[src/rtl/bec_key_sched.sv]
// Scalar-key sequencer for the bec ladder: loads the key as bus words, then
// presents it MSB-first on ki, one bit per next_key, and zeroizes at the end.
module bec_key_sched #(
    parameter int KEY_BITS = 163,
    parameter int WORD_W   = 32,
    parameter int NWORDS   = 6
) (
    input  logic        clk,
    input  logic        rst_n,
    input  logic        key_wr,
    input  logic [2:0]  key_idx,
    input  logic [31:0] key_data,
    input  logic        start,
    input  logic        abort,
    input  logic        next_key,
    output logic        ki,
    output logic        busy,
    output logic        key_valid,
    output logic        done,
    output logic [7:0]  bit_cnt,
    output logic        err
);

    localparam logic [1:0] S_IDLE = 2'd0;
    localparam logic [1:0] S_RUN  = 2'd1;
    localparam logic [1:0] S_DONE = 2'd2;

    logic [1:0]          state;
    logic [KEY_BITS-1:0] key;
    logic [NWORDS-1:0]   wmask;
    logic [KEY_BITS-1:0] key_wdat;
    logic [NWORDS-1:0]   wmask_wdat;
    logic                idx_ok;

    // Key with the addressed word replaced; bits of word 5 above KEY_BITS drop out.
    always_comb begin
        key_wdat   = key;
        wmask_wdat = wmask;
        idx_ok     = int'(key_idx) < NWORDS;
        for (int b = 0; b < KEY_BITS; b++)
            if (int'(key_idx) == b / WORD_W) key_wdat[b] = key_data[b % WORD_W];
        for (int w = 0; w < NWORDS; w++)
            if (int'(key_idx) == w) wmask_wdat[w] = 1'b1;
    end

    assign ki        = key[KEY_BITS-1];
    assign busy      = (state == S_RUN);
    assign key_valid = &wmask;

    always_ff @(posedge clk or negedge rst_n) begin
        if (!rst_n) begin
            state   <= S_IDLE;
            key     <= '0;
            wmask   <= '0;
            bit_cnt <= '0;
            err     <= 1'b0;
            done    <= 1'b0;
        end else begin
            done <= 1'b0;
            case (state)
                S_IDLE: begin
                    if (abort) begin
                        key   <= '0;
                        wmask <= '0;
                    end else begin
                        // start is judged on the mask before any same-cycle write
                        if (start) begin
                            if (&wmask) begin
                                state   <= S_RUN;
                                bit_cnt <= '0;
                                err     <= 1'b0;
                            end else begin
                                err <= 1'b1;
                            end
                        end
                        if (key_wr) begin
                            if (idx_ok) begin
                                key   <= key_wdat;
                                wmask <= wmask_wdat;
                            end else begin
                                err <= 1'b1;
                            end
                        end
                    end
                end
                S_RUN: begin
                    if (key_wr) err <= 1'b1;
                    if (abort) begin
                        state   <= S_IDLE;
                        key     <= '0;
                        wmask   <= '0;
                        bit_cnt <= '0;
                    end else if (next_key) begin
                        bit_cnt <= bit_cnt + 8'd1;
                        if (bit_cnt == 8'(KEY_BITS - 1)) begin
                            state <= S_DONE;
                            done  <= 1'b1;
                            key   <= '0;
                            wmask <= '0;
                        end else begin
                            key <= {key[KEY_BITS-2:0], 1'b0};
                        end
                    end
                end
                S_DONE: begin
                    if (key_wr) err <= 1'b1;
                    state <= S_IDLE;
                end
                default: state <= S_IDLE;
            endcase
        end
    end

endmodule

[config.mk]
export PLATFORM = sky130hd
export DESIGN_NAME = bec_key_sched
export DESIGN_NICKNAME = d
export VERILOG_FILES = /design/src/rtl/bec_key_sched.sv
export SDC_FILE = /design/constraint.sdc
export NUM_CORES = 1
export LEC_CHECK = 0
export BUFFER_PORTS_ARGS = -buffer_cell sky130_fd_sc_hd__buf_2
export CORE_MARGIN = 3
export CORE_UTILIZATION = 25
export DETAILED_ROUTE_END_ITERATION = 8
export GPL_TIMING_DRIVEN = 0
export SLEW_MARGIN = 5
export SYNTH_ARGS = -nofsm -noshare
export SYNTH_HDL_FRONTEND = slang
export SYNTH_SLANG_ARGS = --single-unit
[constraint.sdc]
create_clock -name clk -period 2.3 [get_ports clk]
set_input_delay 0.46 -clock clk [delete_from_list [all_inputs] [get_ports clk]]
set_output_delay 0.46 -clock clk [all_outputs]
set_load 0.01 [all_outputs]
# Yosys cells after proc, flatten, opt, wreduce, memory -nomap -nowiden
# Cells that the tools add are included.
[totals]
regBits = 181
out_inout_bits = 13
elab_cells = 268
[op_classes]
reduce_logical = 21
addsub = 1
n_eq_ne = 22
order_cmp = 1
n_mux = 207
[op_table]
columns = ["operator", "n"]
rows = [
  ["two-way mux 163 bit", 6],
  ["one-hot mux 163 bit (2 select lines)", 1],
  ["two-way mux 1 bit", 179],
  ["AND reduction 6 bit", 7],
  ["two-way mux 8 bit", 5],
  ["AND reduction 5 bit", 8],
  ["two-way mux 6 bit", 6],
  ["inequality test 3 bit, second input constant", 9],
  ["one-hot mux 8 bit (2 select lines)", 1],
  ["== test 3 bit, second input constant", 4],
  ["two-way mux 2 bit", 6],
  ["one-hot mux 6 bit (2 select lines)", 1],
  ["adder 8 x 1 -> 8 bit, second input constant", 1],
  ["== test 8 bit, second input constant", 1],
  ["inequality test 2 bit, second input constant", 3],
  ["one-hot mux 2 bit (2 select lines)", 1],
  ["nonzero test 2 bit", 2],
  ["== test 3 x 2 -> 1 bit, second input constant", 1],
  ["zero test 3 bit", 1],
  ["< comparator 3 bit, second input constant", 1],
  ["inequality test 3 x 2 -> 1 bit, second input constant", 1],
  ["AND reduction 3 bit", 1],
  ["== test 2 x 1 -> 1 bit, second input constant", 1],
  ["== test 2 bit, second input constant", 1],
  ["4 further kinds", 4],
]

# Depth between registers and ports, before layout
[logic_depth]
depth_word = 7
mapped_depth = 9
mapped_depth_nobuf = 6

# Least setup slack after synthesis
# No wires, ideal clock.
[synth_timing]
path_kind = "flip-flop to flip-flop"
from = "reg state[1]"
to = "reg key[0]"
setup_time_ps = 125
arrival_ps = 2035
setup_slack_ps = 140
required_time_ps = 2175
period_less_slack_ps = 2160
path_stages_with_launch = 8
path_cell_list = "dfrtp_1 inv_1 ha_1 nor2_1 clkbuf_1 nor3_2 buf_2 mux2_2"
[synth_between]
elab_chain_cells = 3
word_cells_on_any_way = 9
cone_classes = "eq/ne: 5; mux: 1; reduce/logical: 3"
[synth_lines]
columns = ["element", "line", "rtl"]
rows = [
  ["from (decl)", "28", "logic [1:0] state;"],
  ["from (signal assigned)", "52", "state <= S_IDLE;"],
  ["from (signal assigned)", "69", "state <= S_RUN;"],
  ["from (signal assigned)", "89", "state <= S_IDLE;"],
  ["== test 2 x 1 -> 1 bit *", "--", ""],
  ["via busy", "17", "output logic busy,"],
  ["inequality test 3 bit (no line) / nonzero test 2 bit (equally long branches)", "--", ""],
  ["AND reduction 5 bit (no line)", "--", ""],
  ["to (signal assigned)", "78", "key <= key_wdat;"],
  ["to (signal assigned)", "101", "key <= {key[KEY_BITS-2:0], 1'b0};"],
  ["to (decl)", "29", "logic [KEY_BITS-1:0] key;"],
]
# Mark *: on every way through the listed nets, which the timed path passes. The rest lies on a longest branch.
# A chain may end at the register's enable or synchronous reset.

# Worst setup path in the final report
[layout_timing]
from = "reg bit_cnt[4]"
to = "reg key[136]"
[layout_between]
elab_chain_cells = 5
[layout_lines]
columns = ["element", "line", "rtl"]
rows = [
  ["from (decl)", "20", "output logic [7:0] bit_cnt,"],
  ["from (signal assigned)", "94", "bit_cnt <= bit_cnt + 8'd1;"],
  ["== test 8 bit", "95", "if (bit_cnt == 8'(KEY_BITS - 1)) begin"],
  ["two-way mux 163 bit", "95", ""],
  ["two-way mux 163 bit", "93", "end else if (next_key) begin"],
  ["two-way mux 163 bit", "88", "if (abort) begin"],
  ["one-hot mux 163 bit (2 select lines)", "60", "case (state)"],
]
# No other way between the ends. The select of a mux whose other input is x is not followed.

==> results.yml <==
worst_hold_path:
  hold_class: "in -> async"
floorplan:
  die_x_um: 194
  die_y_um: 194
  core_um2: 34600
  initial_core_util_pct: 25.4
  num_rows: 68
  dieArea_um2: 37500
  io-pin-count: 54
timing:
  final-hold-violation-count: 5
  fmax_mhz: 451
  whs_ns: -0.0284
  finalCriticalPeriod_ns: 2.22
  final-setup-viol-count: 0
  fin_ws_ns: 0.0813
  min_period_over_period_pct: 96.5
  finClkSkew_ns: 0.00946
  worstMarginPinSlew_ns: 0.647
  drv_slew: 0
  slew_headroom_pct: 56.9
power_and_ir_drop:
  p_int_mw: 8.53
  vdd_ir_drop_max_uv: 597
  power_density_nw_per_um2: 1140
  finalPower_mw: 12.1
  power.share.sequential_pct: 44.2
  pwr-share-comb_pct: 28.9
  p_sw_share_pct: 29.5
  switchingPower_mw: 3.57
  p_leak_nw: 5.03
  clkPwrFrac_pct: 26.9
clocking:
  clock-sinks: 181
  clockRootBuffer: "clkbuf_16"
  cts_hold_buf: 0
  clkTransAtPathRegs_ns: 0.07
  tritoncts: "built"
  numCtsBuffers: 17
  insertion_delay_ns: 0.43
  cts-htree-levels: 4
  clock_path_buffers: 2
synthesis:
  netlist_instances: 670
  synthTopCellsByArea: "dfrtp_1, mux2_2, a22o_1, buf_2, clkbuf_1"
  async_flop_share_pct: 100
  synth.distinct_cells: 41
  synth_edf_count: 0
  yosysMostFrequentCell: "dfrtp_1"
  yosysWarnings: 0
  mappedNetlistArea_um2: 8790
  yosys.area.top_type_share_pct: 51.5
  ys_seq_elements: 181
  synth_ff_type: "dfrtp_1"
  synth_commonest_cells: "dfrtp_1, mux2_2, a22o_1, buf_2, clkbuf_1"
  syn_avg_cell_area_um2: 13.1
  synth-seq-area-share_pct: 51.5
  synth_largest_area_cell: "dfrtp_1"
  syn-num-nets: 715
detailed_routing:
  dr.pass1.iters: 5
  drc_errors: 0
  via_per_inst: 4.92
  vias: 5998
  wirelength_um: 21600
  drt_iter0_drc: 358
  detail_route.wl_per_cell_um: 17.7
  drtAntennaViolNets: 0
global_routing:
  grt_pass1_wl_um: 35300
  grt_use_total_pct: 11.7
  first_global_vias: 6125
  antenna_found_initial: 1
  grt_max_degree: 104
  grt-ovfl-total: 0
status:
  status: "finished, violations left"
  violations: "negative hold slack"
finish:
  area_delta_synth_final_pct: 20.3
  drive_gt1_share_pct: 42.5
  diodes: 0
  final_util_pct: 30.5
  fin_area_um2: 10600
  nets: 797
job:
  max-cap-violations: 0
placed_design:
  place_congestion: 0.793
  dpl_cell_area_um2: 9660
  dp_slack_ns: -0.628
  dp.final_hpwl_um: 15000
  port_buffers: 52
setup_path:
  end_kind: "flop"
  r2r_setup_slack_ns: 0.08
  crit_arrival_ns: 2.55
  worstPathMaxFanout: 10
  critPathCapture: "key[136]$_DFFE_PN0P_"
  r2r-end: "key[136]$_DFFE_PN0P_"
  critPathKind: "reg -> reg"
  reg2reg_depth: 8
  required_ns: 2.63
  cp-start-kind: "flop"
  startpoint: "bit_cnt[4]$_DFFE_PN0P_"
  worstReg2RegStart: "bit_cnt[4]$_DFFE_PN0P_"
worst min-delay path by stage:
stage                             start                      to  slack [ns]  cells past startpoint
floorplan                         rst_n  bit_cnt[0]$_DFFE_PN0P_        0.16                      0
global placement    key[88]$_DFFE_PN0P_     key[88]$_DFFE_PN0P_        0.49                      1
detailed placement                rst_n  bit_cnt[7]$_DFFE_PN0P_        0.48                      1
CTS                               rst_n  bit_cnt[7]$_DFFE_PN0P_       0.004                      1
global route                      rst_n  bit_cnt[7]$_DFFE_PN0P_        0.01                      1
finish                            rst_n  bit_cnt[7]$_DFFE_PN0P_       -0.03                      1
cell families after synthesis:
group                    Yosys count  synth area share (%)
adder cells (fa/ha/maj)            4                 0.569
buffers and inverters             67                  3.60
AND/OR/NAND/NOR                   47                  3.15
AO/OA/AOI/OAI                    208                  20.3
multiplexers                     163                  20.9
flip-flops                       181                  51.5
power by group through the flow:
| stage | Clock [mW] | Combinational [mW] | Sequential, mW |
|---|---|---|---|
| final | 3.25 | 3.50 | 5.35 |
| after global placement | 0 | 3.10 | 5.34 |
| after floorplan | 0 | 2.51 | 5.17 |
| after global routing | 3.46 | 3.81 | 5.54 |
| after CTS | 3.33 | 3.45 | 5.35 |
| after detailed placement | 0 | 3.19 | 5.40 |
critical path, cell delays in order, from the launching register on:
cell      delay (ns)
dfrtp_1         0.37
buf_2           0.16
or3_1           0.34
o21a_1          0.20
buf_6           0.15
buf_6           0.14
clkbuf_4        0.20
a22o_1          0.28
mux2_2          0.26
cell type report:
type	instances	area [um^2]
clock buffer	18	439
multi-input combinational	422	4020
inverter	7	26.3
tap	455	569
buffer	59	368
sequential	181	4530
timing repair buffer	64	405
fill	3509	24100
clock inverter	14	220
metrics by stage:
step	setup TNS, ns	cells
after floorplan	0	670
after global placement	-480.72	1177
after detailed placement	-68.29	1178
after CTS	0	1217
after global routing	-0.000602	1220
final	0	1220
registers in the layout, indices dropped and copies added, names as in the netlist:
signal,flops
key,163
bit_cnt,8
wmask,6
state,2
done,1
err,1
cell usage in the layout, fill, tap and decap left out, drive strengths merged, types with 2 or more instances in the layout:
| master | instances |
|---|---|
| a21o | 6 |
| nand2 | 6 |
| nand2b | 6 |
| buf | 92 |
| a21oi | 4 |
| nor2 | 7 |
| nor3 | 8 |
| or4 | 2 |
| a22o | 158 |
| o41a | 2 |
| and2 | 2 |
| ha | 4 |
| o31ai | 7 |
| bufinv | 4 |
| a21bo | 4 |
| or3 | 2 |
| nand3 | 7 |
| dfrtp | 181 |
| clkinv | 6 |
| o21a | 3 |
| mux2 | 163 |
| clkbuf | 49 |
| o41ai | 5 |
| a31oi | 5 |
| o21ai | 8 |
| inv | 11 |
what timing repair did:
action	in CTS	in global routing
gates resized for setup	34	28
pin swaps	5	2
endpoints found under the setup margin	168	156
setup buffers	8	3
routing by layer:
| metal | up-vias | wire length [um] | GRT usage, % |
|---|---|---|---|
| met5 | - | 8 | 0 |
| met4 | 2 | 213 | 2.52 |
| met3 | 15 | 924 | 2.80 |
| met2 | 107 | 10000 | 18.2 |
| met1 | 3127 | 10400 | 16.7 |
| li1 | 2747 | - | - |
(Power assumes the default switching activity.)
